--- src/rtl/core_ctrl_pkg.sv ---
// core_ctrl_pkg: shared types and encodings for the multicycle RV32I controller
//   state_t      controller FSM states
//   ALU_*        alu_control operation codes
//   OP_*         RV32I major opcodes handled by the controller
//   ALUOP_*      internal alu_op classes fed to alu_decoder
//   RES_/SRCA_/SRCB_/IMM_*  datapath mux select codes
//   imm_sel()    immediate format chosen from the opcode
package core_ctrl_pkg;

   typedef enum logic [3:0] {
      S_FETCH    = 4'd0,
      S_DECODE   = 4'd1,
      S_MEMADR   = 4'd2,
      S_MEMREAD  = 4'd3,
      S_MEMWB    = 4'd4,
      S_MEMWRITE = 4'd5,
      S_EXECUTER = 4'd6,
      S_EXECUTEI = 4'd7,
      S_ALUWB    = 4'd8,
      S_BEQ      = 4'd9,
      S_JAL      = 4'd10,
      S_HALT     = 4'd11
   } state_t;

   localparam logic [3:0] ALU_ADD  = 4'b0000;
   localparam logic [3:0] ALU_SUB  = 4'b0001;
   localparam logic [3:0] ALU_AND  = 4'b0010;
   localparam logic [3:0] ALU_OR   = 4'b0011;
   localparam logic [3:0] ALU_XOR  = 4'b0100;
   localparam logic [3:0] ALU_SLT  = 4'b0101;
   localparam logic [3:0] ALU_SLL  = 4'b0110;
   localparam logic [3:0] ALU_SRL  = 4'b0111;
   localparam logic [3:0] ALU_SRA  = 4'b1000;
   localparam logic [3:0] ALU_SLTU = 4'b1001;

   localparam logic [6:0] OP_LOAD   = 7'b0000011;
   localparam logic [6:0] OP_STORE  = 7'b0100011;
   localparam logic [6:0] OP_RTYPE  = 7'b0110011;
   localparam logic [6:0] OP_ITYPE  = 7'b0010011;
   localparam logic [6:0] OP_BRANCH = 7'b1100011;
   localparam logic [6:0] OP_JAL    = 7'b1101111;

   localparam logic [1:0] ALUOP_ADD   = 2'b00;
   localparam logic [1:0] ALUOP_SUB   = 2'b01;
   localparam logic [1:0] ALUOP_FUNCT = 2'b10;

   localparam logic [1:0] RES_ALUOUT    = 2'b00;
   localparam logic [1:0] RES_DATA      = 2'b01;
   localparam logic [1:0] RES_ALURESULT = 2'b10;

   localparam logic [1:0] SRCA_PC    = 2'b00;
   localparam logic [1:0] SRCA_OLDPC = 2'b01;
   localparam logic [1:0] SRCA_RD1   = 2'b10;

   localparam logic [1:0] SRCB_RD2  = 2'b00;
   localparam logic [1:0] SRCB_IMM  = 2'b01;
   localparam logic [1:0] SRCB_FOUR = 2'b10;

   localparam logic [1:0] IMM_I = 2'b00;
   localparam logic [1:0] IMM_S = 2'b01;
   localparam logic [1:0] IMM_B = 2'b10;
   localparam logic [1:0] IMM_J = 2'b11;

   function automatic logic [1:0] imm_sel(input logic [6:0] op);
      return (op == OP_STORE)  ? IMM_S :
             (op == OP_BRANCH) ? IMM_B :
             (op == OP_JAL)    ? IMM_J : IMM_I;
   endfunction

endpackage

--- src/rtl/alu_decoder.sv ---
// alu_decoder: maps alu_op class plus funct fields to the ALU operation code
//   alu_op      in  2  00 add, 01 sub, 10 decode funct3/funct7b5
//   funct3      in  3  instr[14:12]
//   funct7b5    in  1  instr[30]
//   op5         in  1  opcode[5], distinguishes R-type (sub allowed) from I-type
//   alu_control out 4  ALU operation
module alu_decoder
   import core_ctrl_pkg::*;
(
   input  logic [1:0] alu_op,
   input  logic [2:0] funct3,
   input  logic       funct7b5,
   input  logic       op5,
   output logic [3:0] alu_control
);

   logic [3:0] funct_ctrl;

   always_comb begin
      funct_ctrl = ALU_ADD;
      case (funct3)
         // addi has no subtract form, so funct7b5 only selects SUB for R-type
         3'b000: funct_ctrl = (funct7b5 && op5) ? ALU_SUB : ALU_ADD;
         3'b001: funct_ctrl = ALU_SLL;
         3'b010: funct_ctrl = ALU_SLT;
         3'b011: funct_ctrl = ALU_SLTU;
         3'b100: funct_ctrl = ALU_XOR;
         3'b101: funct_ctrl = funct7b5 ? ALU_SRA : ALU_SRL;
         3'b110: funct_ctrl = ALU_OR;
         3'b111: funct_ctrl = ALU_AND;
         default: funct_ctrl = ALU_ADD;
      endcase
      alu_control = (alu_op == ALUOP_SUB)   ? ALU_SUB :
                    (alu_op == ALUOP_FUNCT) ? funct_ctrl : ALU_ADD;
   end

endmodule

--- src/rtl/multicycle_ctrl.sv ---
// multicycle_ctrl: Moore FSM sequencing the multicycle RV32I datapath
//   clk, reset (sync, active-high)
//   opcode/funct3/funct7b5 in  instruction fields from IR; zero in  ALU zero flag
//   pc_write, adr_src, mem_write, ir_write, reg_write             out enables/selects
//   result_src, alu_src_a, alu_src_b, imm_src, alu_control         out datapath selects
//   instr_retire out  pulse in the last state of each instruction
//   illegal      out  sticky illegal-opcode flag
// Build option ILLEGAL_TRAP_EN: unknown opcodes halt the FSM and set illegal;
//   otherwise they retire as a NOP in DECODE and illegal stays 0.
module multicycle_ctrl
   import core_ctrl_pkg::*;
#(
   parameter int ALU_CTRL_W = 4
) (
   input  logic                  clk,
   input  logic                  reset,
   input  logic [6:0]            opcode,
   input  logic [2:0]            funct3,
   input  logic                  funct7b5,
   input  logic                  zero,
   output logic                  pc_write,
   output logic                  adr_src,
   output logic                  mem_write,
   output logic                  ir_write,
   output logic                  reg_write,
   output logic [1:0]            result_src,
   output logic [1:0]            alu_src_a,
   output logic [1:0]            alu_src_b,
   output logic [1:0]            imm_src,
   output logic [ALU_CTRL_W-1:0] alu_control,
   output logic                  instr_retire,
   output logic                  illegal
);

   state_t     state_q, state_d;
   logic       pc_update, branch, taken;
   logic [1:0] alu_op;

`ifdef ILLEGAL_TRAP_EN
   logic illegal_q, illegal_d;

   always_ff @(posedge clk) begin
      if (reset) illegal_q <= 1'b0;
      else       illegal_q <= illegal_d;
   end

   assign illegal = illegal_q;
`else
   assign illegal = 1'b0;
`endif

   always_ff @(posedge clk) begin
      if (reset) state_q <= S_FETCH;
      else       state_q <= state_d;
   end

   assign imm_src = imm_sel(opcode);
   // beq (funct3=000) takes on zero, bne (funct3=001) on non-zero
   assign taken   = funct3[0] ? ~zero : zero;

   always_comb begin
      state_d      = S_FETCH;
`ifdef ILLEGAL_TRAP_EN
      illegal_d    = illegal_q;
`endif
      pc_update    = 1'b0;
      branch       = 1'b0;
      adr_src      = 1'b0;
      mem_write    = 1'b0;
      ir_write     = 1'b0;
      reg_write    = 1'b0;
      instr_retire = 1'b0;
      result_src   = RES_ALUOUT;
      alu_src_a    = SRCA_PC;
      alu_src_b    = SRCB_RD2;
      alu_op       = ALUOP_ADD;
      case (state_q)
         S_FETCH: begin
            ir_write   = 1'b1;
            alu_src_b  = SRCB_FOUR;
            result_src = RES_ALURESULT;
            pc_update  = 1'b1;
            state_d    = S_DECODE;
         end
         S_DECODE: begin
            // branch target is formed here so BEQ can load it from ALUOut
            alu_src_a = SRCA_OLDPC;
            alu_src_b = SRCB_IMM;
            case (opcode)
               OP_LOAD, OP_STORE: state_d = S_MEMADR;
               OP_RTYPE:          state_d = S_EXECUTER;
               OP_ITYPE:          state_d = S_EXECUTEI;
               OP_BRANCH:         state_d = S_BEQ;
               OP_JAL:            state_d = S_JAL;
               default: begin
`ifdef ILLEGAL_TRAP_EN
                  state_d   = S_HALT;
                  illegal_d = 1'b1;
`else
                  // PC already advanced in FETCH, so dropping back is a NOP
                  state_d      = S_FETCH;
                  instr_retire = 1'b1;
`endif
               end
            endcase
         end
         S_MEMADR: begin
            alu_src_a = SRCA_RD1;
            alu_src_b = SRCB_IMM;
            state_d   = opcode[5] ? S_MEMWRITE : S_MEMREAD;
         end
         S_MEMREAD: begin
            adr_src = 1'b1;
            state_d = S_MEMWB;
         end
         S_MEMWB: begin
            result_src   = RES_DATA;
            reg_write    = 1'b1;
            instr_retire = 1'b1;
         end
         S_MEMWRITE: begin
            adr_src      = 1'b1;
            mem_write    = 1'b1;
            instr_retire = 1'b1;
         end
         S_EXECUTER: begin
            alu_src_a = SRCA_RD1;
            alu_op    = ALUOP_FUNCT;
            state_d   = S_ALUWB;
         end
         S_EXECUTEI: begin
            alu_src_a = SRCA_RD1;
            alu_src_b = SRCB_IMM;
            alu_op    = ALUOP_FUNCT;
            state_d   = S_ALUWB;
         end
         S_ALUWB: begin
            reg_write    = 1'b1;
            instr_retire = 1'b1;
         end
         S_BEQ: begin
            alu_src_a    = SRCA_RD1;
            alu_op       = ALUOP_SUB;
            branch       = 1'b1;
            instr_retire = 1'b1;
         end
         S_JAL: begin
            // return address OldPC+4 goes to ALUOut for ALUWB; PC takes the target
            alu_src_a = SRCA_OLDPC;
            alu_src_b = SRCB_FOUR;
            pc_update = 1'b1;
            state_d   = S_ALUWB;
         end
         S_HALT:  state_d = S_HALT;
         default: state_d = S_FETCH;
      endcase
      pc_write = pc_update | (branch & taken);
      if (reset) begin
         pc_write     = 1'b0;
         mem_write    = 1'b0;
         ir_write     = 1'b0;
         reg_write    = 1'b0;
         instr_retire = 1'b0;
      end
   end

   alu_decoder u_alu_decoder (
      .alu_op     (alu_op),
      .funct3     (funct3),
      .funct7b5   (funct7b5),
      .op5        (opcode[5]),
      .alu_control(alu_control)
   );

endmodule

--- config.mk ---
export PLATFORM = sky130hd
export DESIGN_NAME = multicycle_ctrl
export DESIGN_NICKNAME = d
export VERILOG_FILES = /design/src/rtl/core_ctrl_pkg.sv /design/src/rtl/alu_decoder.sv /design/src/rtl/multicycle_ctrl.sv
export SDC_FILE = /design/constraint.sdc
export NUM_CORES = 1
export LEC_CHECK = 0
export CORE_MARGIN = 2
export CORE_UTILIZATION = 39
export DETAILED_ROUTE_END_ITERATION = 6
export HOLD_SLACK_MARGIN = 0.15
export PLACE_DENSITY = 0.79
export SKIP_CTS_REPAIR_TIMING = 1
export SYNTH_ARGS = -nofsm -noshare
export SYNTH_HDL_FRONTEND = slang
export SYNTH_SLANG_ARGS = --single-unit
--- constraint.sdc ---
create_clock -name clk -period 1.3 [get_ports clk]
set_input_delay 0.195 -clock clk [delete_from_list [all_inputs] [get_ports clk]]
set_output_delay 0.195 -clock clk [all_outputs]
set_load 0.01 [all_outputs]
=== Word-level counts from Yosys, hierarchy flattened ===
Index checks and enable logic that the tools add are counted.

* Bits of input ports: 14
* Register bits: 4
* Logic and storage cells: 73
* Output and inout bits: 19

* Muxes and demuxes: 29
* Bitwise gates (word level): 3
* Reductions and logical operators: 14
* Equality and inequality tests: 26

{| class="wikitable"
|+ Operator list
! operator !! count
|-
| $pmux 4 s8 || 1
|-
| $pmux 4 s6 || 1
|-
| $pmux 4 s5 || 1
|-
| $eq 4x3->1 const B || 4
|-
| $eq 4x4->1 const B || 4
|-
| $pmux 2 s2 || 4
|-
| $eq 7x6->1 const B || 2
|-
| $eq 7x7->1 const B || 2
|-
| $mux 1 || 14
|-
| $eq 3x3->1 const B || 4
|-
| $mux 4 || 3
|-
| $reduce_or 2->1 || 6
|-
| $eq 4x2->1 const B || 2
|-
| $reduce_or 4->1 || 2
|-
| $eq 7x2->1 const B || 1
|-
| $eq 7x5->1 const B || 1
|-
| $eq 3x2->1 const B || 2
|-
| $mux 2 || 3
|-
| $reduce_or 3->1 || 2
|-
| $reduce_or 6->1 || 1
|-
| $eq 4x1->1 const B || 1
|-
| $logic_not 4->1 || 1
|-
| $eq 3x1->1 const B || 1
|-
| $logic_not 3->1 || 1
|-
| 8 further kinds || 8
|}

=== Longest topological paths before layout ===
Gate-level depths: netlist (run 1).

* Depth in word-level cells: 6
* Depth in mapped cells: 6
* Depth with buffers taken out: 4

=== Modules after synthesis ===
From an unflattened synthesis (run 1), not the netlist that was laid out.

* Cell total of the unflattened synthesis: 95
* Area, all modules: 645.6 sq um

{| class="wikitable"
|+ By module, submodules not included
! module !! instances !! cells each !! area an instance (sq um)
|-
| multicycle_ctrl || 1 || 75 || 524.3
|-
| alu_decoder || 1 || 20 || 121.4
|}

=== Worst setup path before layout (run 1) ===
OpenSTA, ideal clock, no wires.

* Path type: reg2out
* Start point: register state_q[1]
* End point: output reg_write
* Buffers on the path: 2
* Cell stages (with the launch flop): 4
* Path slack: -0.062 ns
* Arrival time: 1.167 ns
* Cell sequence: dfxtp_1 > buf_2 > buf_2 > a2111oi_1

* Word-level cells in the longest chain between the ends: 4
* Elaborated cells on any way between the ends: 5

{| class="wikitable"
|+ Ends and longest elaborated chain
! what !! line !! text
|-
| start, declared || multicycle_ctrl.sv:35 || <nowiki>state_t state_q, state_d;</nowiki>
|-
| start signal, assigned || multicycle_ctrl.sv:54 || <nowiki>else state_q <= state_d;</nowiki>
|-
| $eq 4x4->1 / $eq 4x3->1 (equally long branches) || multicycle_ctrl.sv:77 || <nowiki>case (state_q)</nowiki>
|-
| $reduce_or 2->1 (no source line) (*) || - ||
|-
| $mux 1 (*) || multicycle_ctrl.sv:77 ||
|-
| $mux 1 (*) || multicycle_ctrl.sv:158 || <nowiki>if (reset) begin</nowiki>
|-
| end, declared || multicycle_ctrl.sv:25 || <nowiki>output logic reg_write,</nowiki>
|}

Mark *: on every way between the ends. The rest lies on a longest branch, timed or not.

=== Final worst setup path (run 1) ===
* Start point: register state_q[2]
* End point: output reg_write

The elaborated chain is that of the path after synthesis.

==> impl_metrics.ini, run 1 <==
[outcome]
outcome = finished, violations left
violations = negative setup slack

[timing]
finClkSkew_ns = 0.00510
fin_ws_ns = -0.280
max_freq_mhz = 633
finalHoldViolCount = 0
rsz0062_at_grt = true
period_share_pct = 122
period_needed_ns = 1.58
drv_slew = 0
setup_viol = 17

[yosys]
yosysSeqAreaShare_pct = 12.3
synth-seq-cells = 4
netlist_area_um2 = 649
synth_warnings = 0
netlist.area_leader.share_pct = 12.3
synth_cells = 92
synthArstFlopShare_pct = 0
synthTopCellsByArea = dfxtp_1 12%, nor3_1 6.9%, a21oi_1 6.2%
synth-edff-count = 0
yosysTopAreaCell = dfxtp_1
synth_cell_types = 40
synthFlopType = dfxtp_1
synth_nets = 106
avgSynthCellArea_um2 = 7.06

[detailed_routing]
top_layer = met4
first_iter_violations = 44
route.met3.wl_um = 191
dr_wl_met2_um = 1810
via_count = 1048
drc = 0
avgViaCountPerCell = 5.99
wl_per_cell_um = 18.5
wl_met1_um = 1140
first_pass_iters = 4
wirelength_um = 3240
antenna_left = 0

[hold_path]
hp-class = primary input to flop
holdPathStages = 2
min_from = reset

[global_route]
grt_max_degree = 13
grt_pass1_wl_um = 3750
antenna_found_initial = 0
overflow = 0
globalRouteTotalUtil_pct = 25.2
grt_pass1_vias = 917

[worst_setup_path]
worstPathMaxFanout = 5
r2r_slack_ns = -0.01
cp.arrival_ns = 1.39
cp-start-kind = flop
worstSetupStartpoint = state_q[2]
cp-end-kind = output pin
critPathRequiredTime_ns = 1.11
critPathKind = flop to output pin
ff2ff_path_depth = 6
r2r-start = state_q[3]

[layout]
antennaDiodeCount = 0
largest_reg_flops = 4
syn2layout_area_growth_pct = 114
final_util_pct = 90.3
layout-drive-gt1-share_pct = 58.5
regMostFlops = state_q
nNetsFinal = 175
top_regs = state_q: 4 flops

[clocking]
cts_tree = done
clock-sinks = 4
htreeDepth = 1
cts_root_buf = clkbuf_4
clk_pin_slew_worst_paths_ns = 0.04
cts_buffers = 3
clock_latency_ns = 0.24
clockBufferDepth = 2

[die]
dieArea_um2 = 2010
dieWidth_um = 44.8
start_util_pct = 42.1
core-area_um2 = 1540
dieHeight_um = 44.8
fp-row-count = 14
ioPinCount = 33

[placement]
port_buffers = 31
place.gp.congestion = 0.788
dp_hpwl_um = 1840

[power_and_ir_drop]
p_total_uw = 596
p_leak_uw = 0.000735
p_per_area_nw_per_um2 = 428
peakVddDrop_mv = 0.612

[job]
drv_cap = 0
## synth_stat cells (2+ instances only)
| cell type | n |
|---|---|
| buf_4 | 2 |
| nor4bb_1 | 2 |
| o21ai_0 | 4 |
| xnor2_1 | 2 |
| xor2_1 | 2 |
| nor3_1 | 9 |
| nand2b_1 | 4 |
| and3b_1 | 2 |
| buf_2 | 6 |
| nand2_1 | 6 |
| a21oi_1 | 8 |
| dfxtp_1 | 4 |
| nor2b_1 | 4 |
| o22ai_1 | 2 |
| nor2_1 | 9 |
| a211oi_1 | 2 |
## worst max-delay path, stage by stage (launching register included)
cell and delay (ns):
dfxtp_2 0.35, nand2b_1 0.21, a2111oi_2 0.38, buf_2 0.20
## kinds of logic (layout without fill, tap and decap cells)
| group | count (synthesis) | after routing | synth area share, % |
|---|---|---|---|
| simple gates | 48 | 48 | 45.1 |
| compound gates | 26 | 26 | 29.1 |
| buf+inv | 9 | 76 | 7.51 |
| xor+xnor | 4 | 4 | 5.40 |
| flops | 4 | 4 | 12.3 |
| other cells | 1 | 1 | 0.577 |
## layout make-up
| cell class | instances | area, µm² |
|---|---|---|
| Tap cell | 16 | 20.0 |
| Timing Repair Buffer | 72 | 602 |
| Inverter | 1 | 3.75 |
| Multi-Input combinational cell | 79 | 654 |
| Fill cell | 70 | 149 |
| Sequential cell | 4 | 90.1 |
| Clock buffer | 3 | 22.5 |
## path summary, 6_finish.rpt
path	endpoint
max	reg_write
min	state_q[3]
max reg2reg	state_q[0]
min reg2reg	state_q[1]
## placed cells by master (no fill, tap or decap), drive strengths merged, types with 2 or more instances in the layout
cell type	count
nor2	10
xor2	2
a211oi	3
nor4bb	2
dfxtp	4
nor3	10
clkbuf	5
buf	56
and3	2
o21ai	4
dlymetal6s2s	13
and3b	2
a2111oi	2
nand2b	5
nand2	6
a21oi	8
nor2b	4
o22ai	2
xnor2	2
## report_power, final
| part | total, µW | internal [µW] | switching (µW) |
|---|---|---|---|
| clock | 163 | 104 | 58.8 |
| combinational | 301 | 153 | 148 |
| sequential | 132 | 125 | 7.40 |
| total | 596 | 381 | 214 |
## metrics by stage
| stage | cell area [µm²] | instances | setup slack, ns | hold slack, ns | TNS [ns] |
|---|---|---|---|---|---|
| global placement | 1240 | 170 | -0.720 | 0.699 | -9.91 |
| detailed placement | 1240 | 170 | -0.770 | 0.702 | -10.56 |
| global route | 1390 | 175 | -0.329 | 0.301 | -3.26 |
| finish | 1390 | 175 | -0.280 | 0.283 | -2.26 |
| floorplan | 667 | 92 | 0.00466 | 0.260 | 0 |
| CTS | 1270 | 173 | -0.789 | 0.611 | -11.87 |
## routing by layer
layer | GRT usage, % | up-vias
met5 | 0 | -
met2 | 47.5 | 65
li1 | - | 475
met4 | 10.0 | 0
met3 | 4.80 | 15
met1 | 27.3 | 493
No activity file was read; power rests on OpenSTA's default activity.
==> run 2, diff against run 1 <==
--- a/config.mk
+++ b/config.mk
@@ -8,9 +8,9 @@
 export CORE_MARGIN = 2
 export CORE_UTILIZATION = 39
 export DETAILED_ROUTE_END_ITERATION = 6
-export HOLD_SLACK_MARGIN = 0.15
 export PLACE_DENSITY = 0.79
 export SKIP_CTS_REPAIR_TIMING = 1
 export SYNTH_ARGS = -nofsm -noshare
 export SYNTH_HDL_FRONTEND = slang
 export SYNTH_SLANG_ARGS = --single-unit
+export TNS_END_PERCENT = 5
==> impl_metrics.ini, run 2 (synthesized netlist as in run 1, its figures left out) <==
[outcome]
outcome = finished, violations left
violations = negative setup slack

[timing]
timing.setup.tns_ns = -2.23
rsz0062_at_grt = true
setup_viol = 19
max_freq_mhz = 637
period_needed_ns = 1.57
finalHoldViolCount = 0
finClkSkew_ns = 0.0101
fin_ws_ns = -0.270
drv_slew = 0
period_share_pct = 121

[die]
dieArea_um2 = 2010
fp-row-count = 14
dieHeight_um = 44.8
ioPinCount = 33
core-area_um2 = 1540
start_util_pct = 42.1
dieWidth_um = 44.8

[layout]
top_regs = state_q: 4 flops
layout-drive-gt1-share_pct = 55.2
nNetsFinal = 170
antennaDiodeCount = 0
largest_reg_flops = 4
regMostFlops = state_q
layout.cells.non_filler = 170
nFillCells = 91
design_area_um2 = 1300
syn2layout_area_growth_pct = 100
final_common_cell = buf_4
layout_common_cells = 32 x buf_4, 13 x dlymetal6s2s_1, 11 x buf_2

[detailed_routing]
antenna_left = 0
first_pass_iters = 4
wirelength_um = 2980
avgViaCountPerCell = 5.96
wl_per_cell_um = 17.5
via_count = 1013
first_iter_violations = 16
drc = 0

[power_and_ir_drop]
p_leak_uw = 0.000679
p_per_area_nw_per_um2 = 441
peakVddDrop_mv = 0.649
seq_power_share_pct = 22.7
p_sw_share_pct = 35.0
power.internal_uw = 372
comb_power_share_pct = 49.0
power.share.clock_pct = 28.4
switching_power_uw = 200

[placement]
place_area_um2 = 1210
place.gp.congestion = 0.840
port_buffers = 31
dp_cells = 167
dp_hpwl_um = 1890

[worst_setup_path]
critPathKind = flop to output pin
cp.arrival_ns = 1.38
cp-end-kind = output pin
worstPathMaxFanout = 9
cp-start-kind = flop
critPathRequiredTime_ns = 1.11
r2r_slack_ns = -0.08

[clocking]
cts_buffers = 3
clock_latency_ns = 0.24
cts_root_buf = clkbuf_4
htreeDepth = 1
clock-sinks = 4
clk_pin_slew_worst_paths_ns = 0.05
cts_tree = done
clockBufferDepth = 2

[global_route]
overflow = 0
grt_pass1_vias = 993
antenna_found_initial = 0
globalRouteTotalUtil_pct = 26.3
grt_max_degree = 14
grt_pass1_wl_um = 3950

[hold_path]
hp-class = primary input to flop

[job]
drv_cap = 0
## run 2: routing by layer
metal  routed length, µm  track usage [%]  up-vias
met5                   0                0        -
li1                    -                -      467
met2                1720             54.2       50
met1                1010             24.8      486
met3                 162             5.20       10
met4                  91             10.0        0
## run 2: final cells by class
cell class	count	area, µm²	area share (%)
clock buffer	3	22.5	1.73
timing repair buffer	67	549	42.3
tap	16	20.0	1.54
inverter	1	3.75	0.289
multi-input combinational	79	616	47.4
sequential	4	87.6	6.74
## run 2: per-stage QoR
| step | hold WS (ns) | worst slack, ns | util (%) | total power [µW] |
|---|---|---|---|---|
| 2_1_floorplan | 0.260 | -0.0146 | - | 236 |
| 3_3_place_gp | 0.639 | -0.727 | 78.5 | 391 |
| 3_5_place_dp | 0.661 | -0.818 | 78.5 | 398 |
| 4_1_cts | 0.620 | -0.830 | 80.0 | 550 |
| 5_1_grt | 0.295 | -0.291 | 84.3 | 607 |
| 6_report | 0.293 | -0.270 | 84.3 | 572 |
## run 2: worst paths after layout
path,start,cells after the start,endpoint
worst max-delay path,state_q[1],4,alu_src_b[0]
worst min-delay path,reset,2,state_q[3]
worst min register to register,state_q[2],2,state_q[3]
worst max register to register,state_q[1],6,state_q[3]
## run 2: worst max-delay path, cell delays in order, from the launching register on
cell and delay [ns]:
dfxtp_4 0.39, buf_6 0.16, nand2_1 0.08, a211oi_1 0.31, clkbuf_2 0.19
## run 2: power groups by stage
stage / Sequential (µW) / Clock, µW / Combinational (µW)
2_1_floorplan: 132 / 0 / 104
3_3_place_gp: 132 / 0 / 259
3_5_place_dp: 132 / 0 / 266
4_1_cts: 130 / 151 / 268
5_1_grt: 129 / 176 / 302
6_report: 130 / 162 / 280
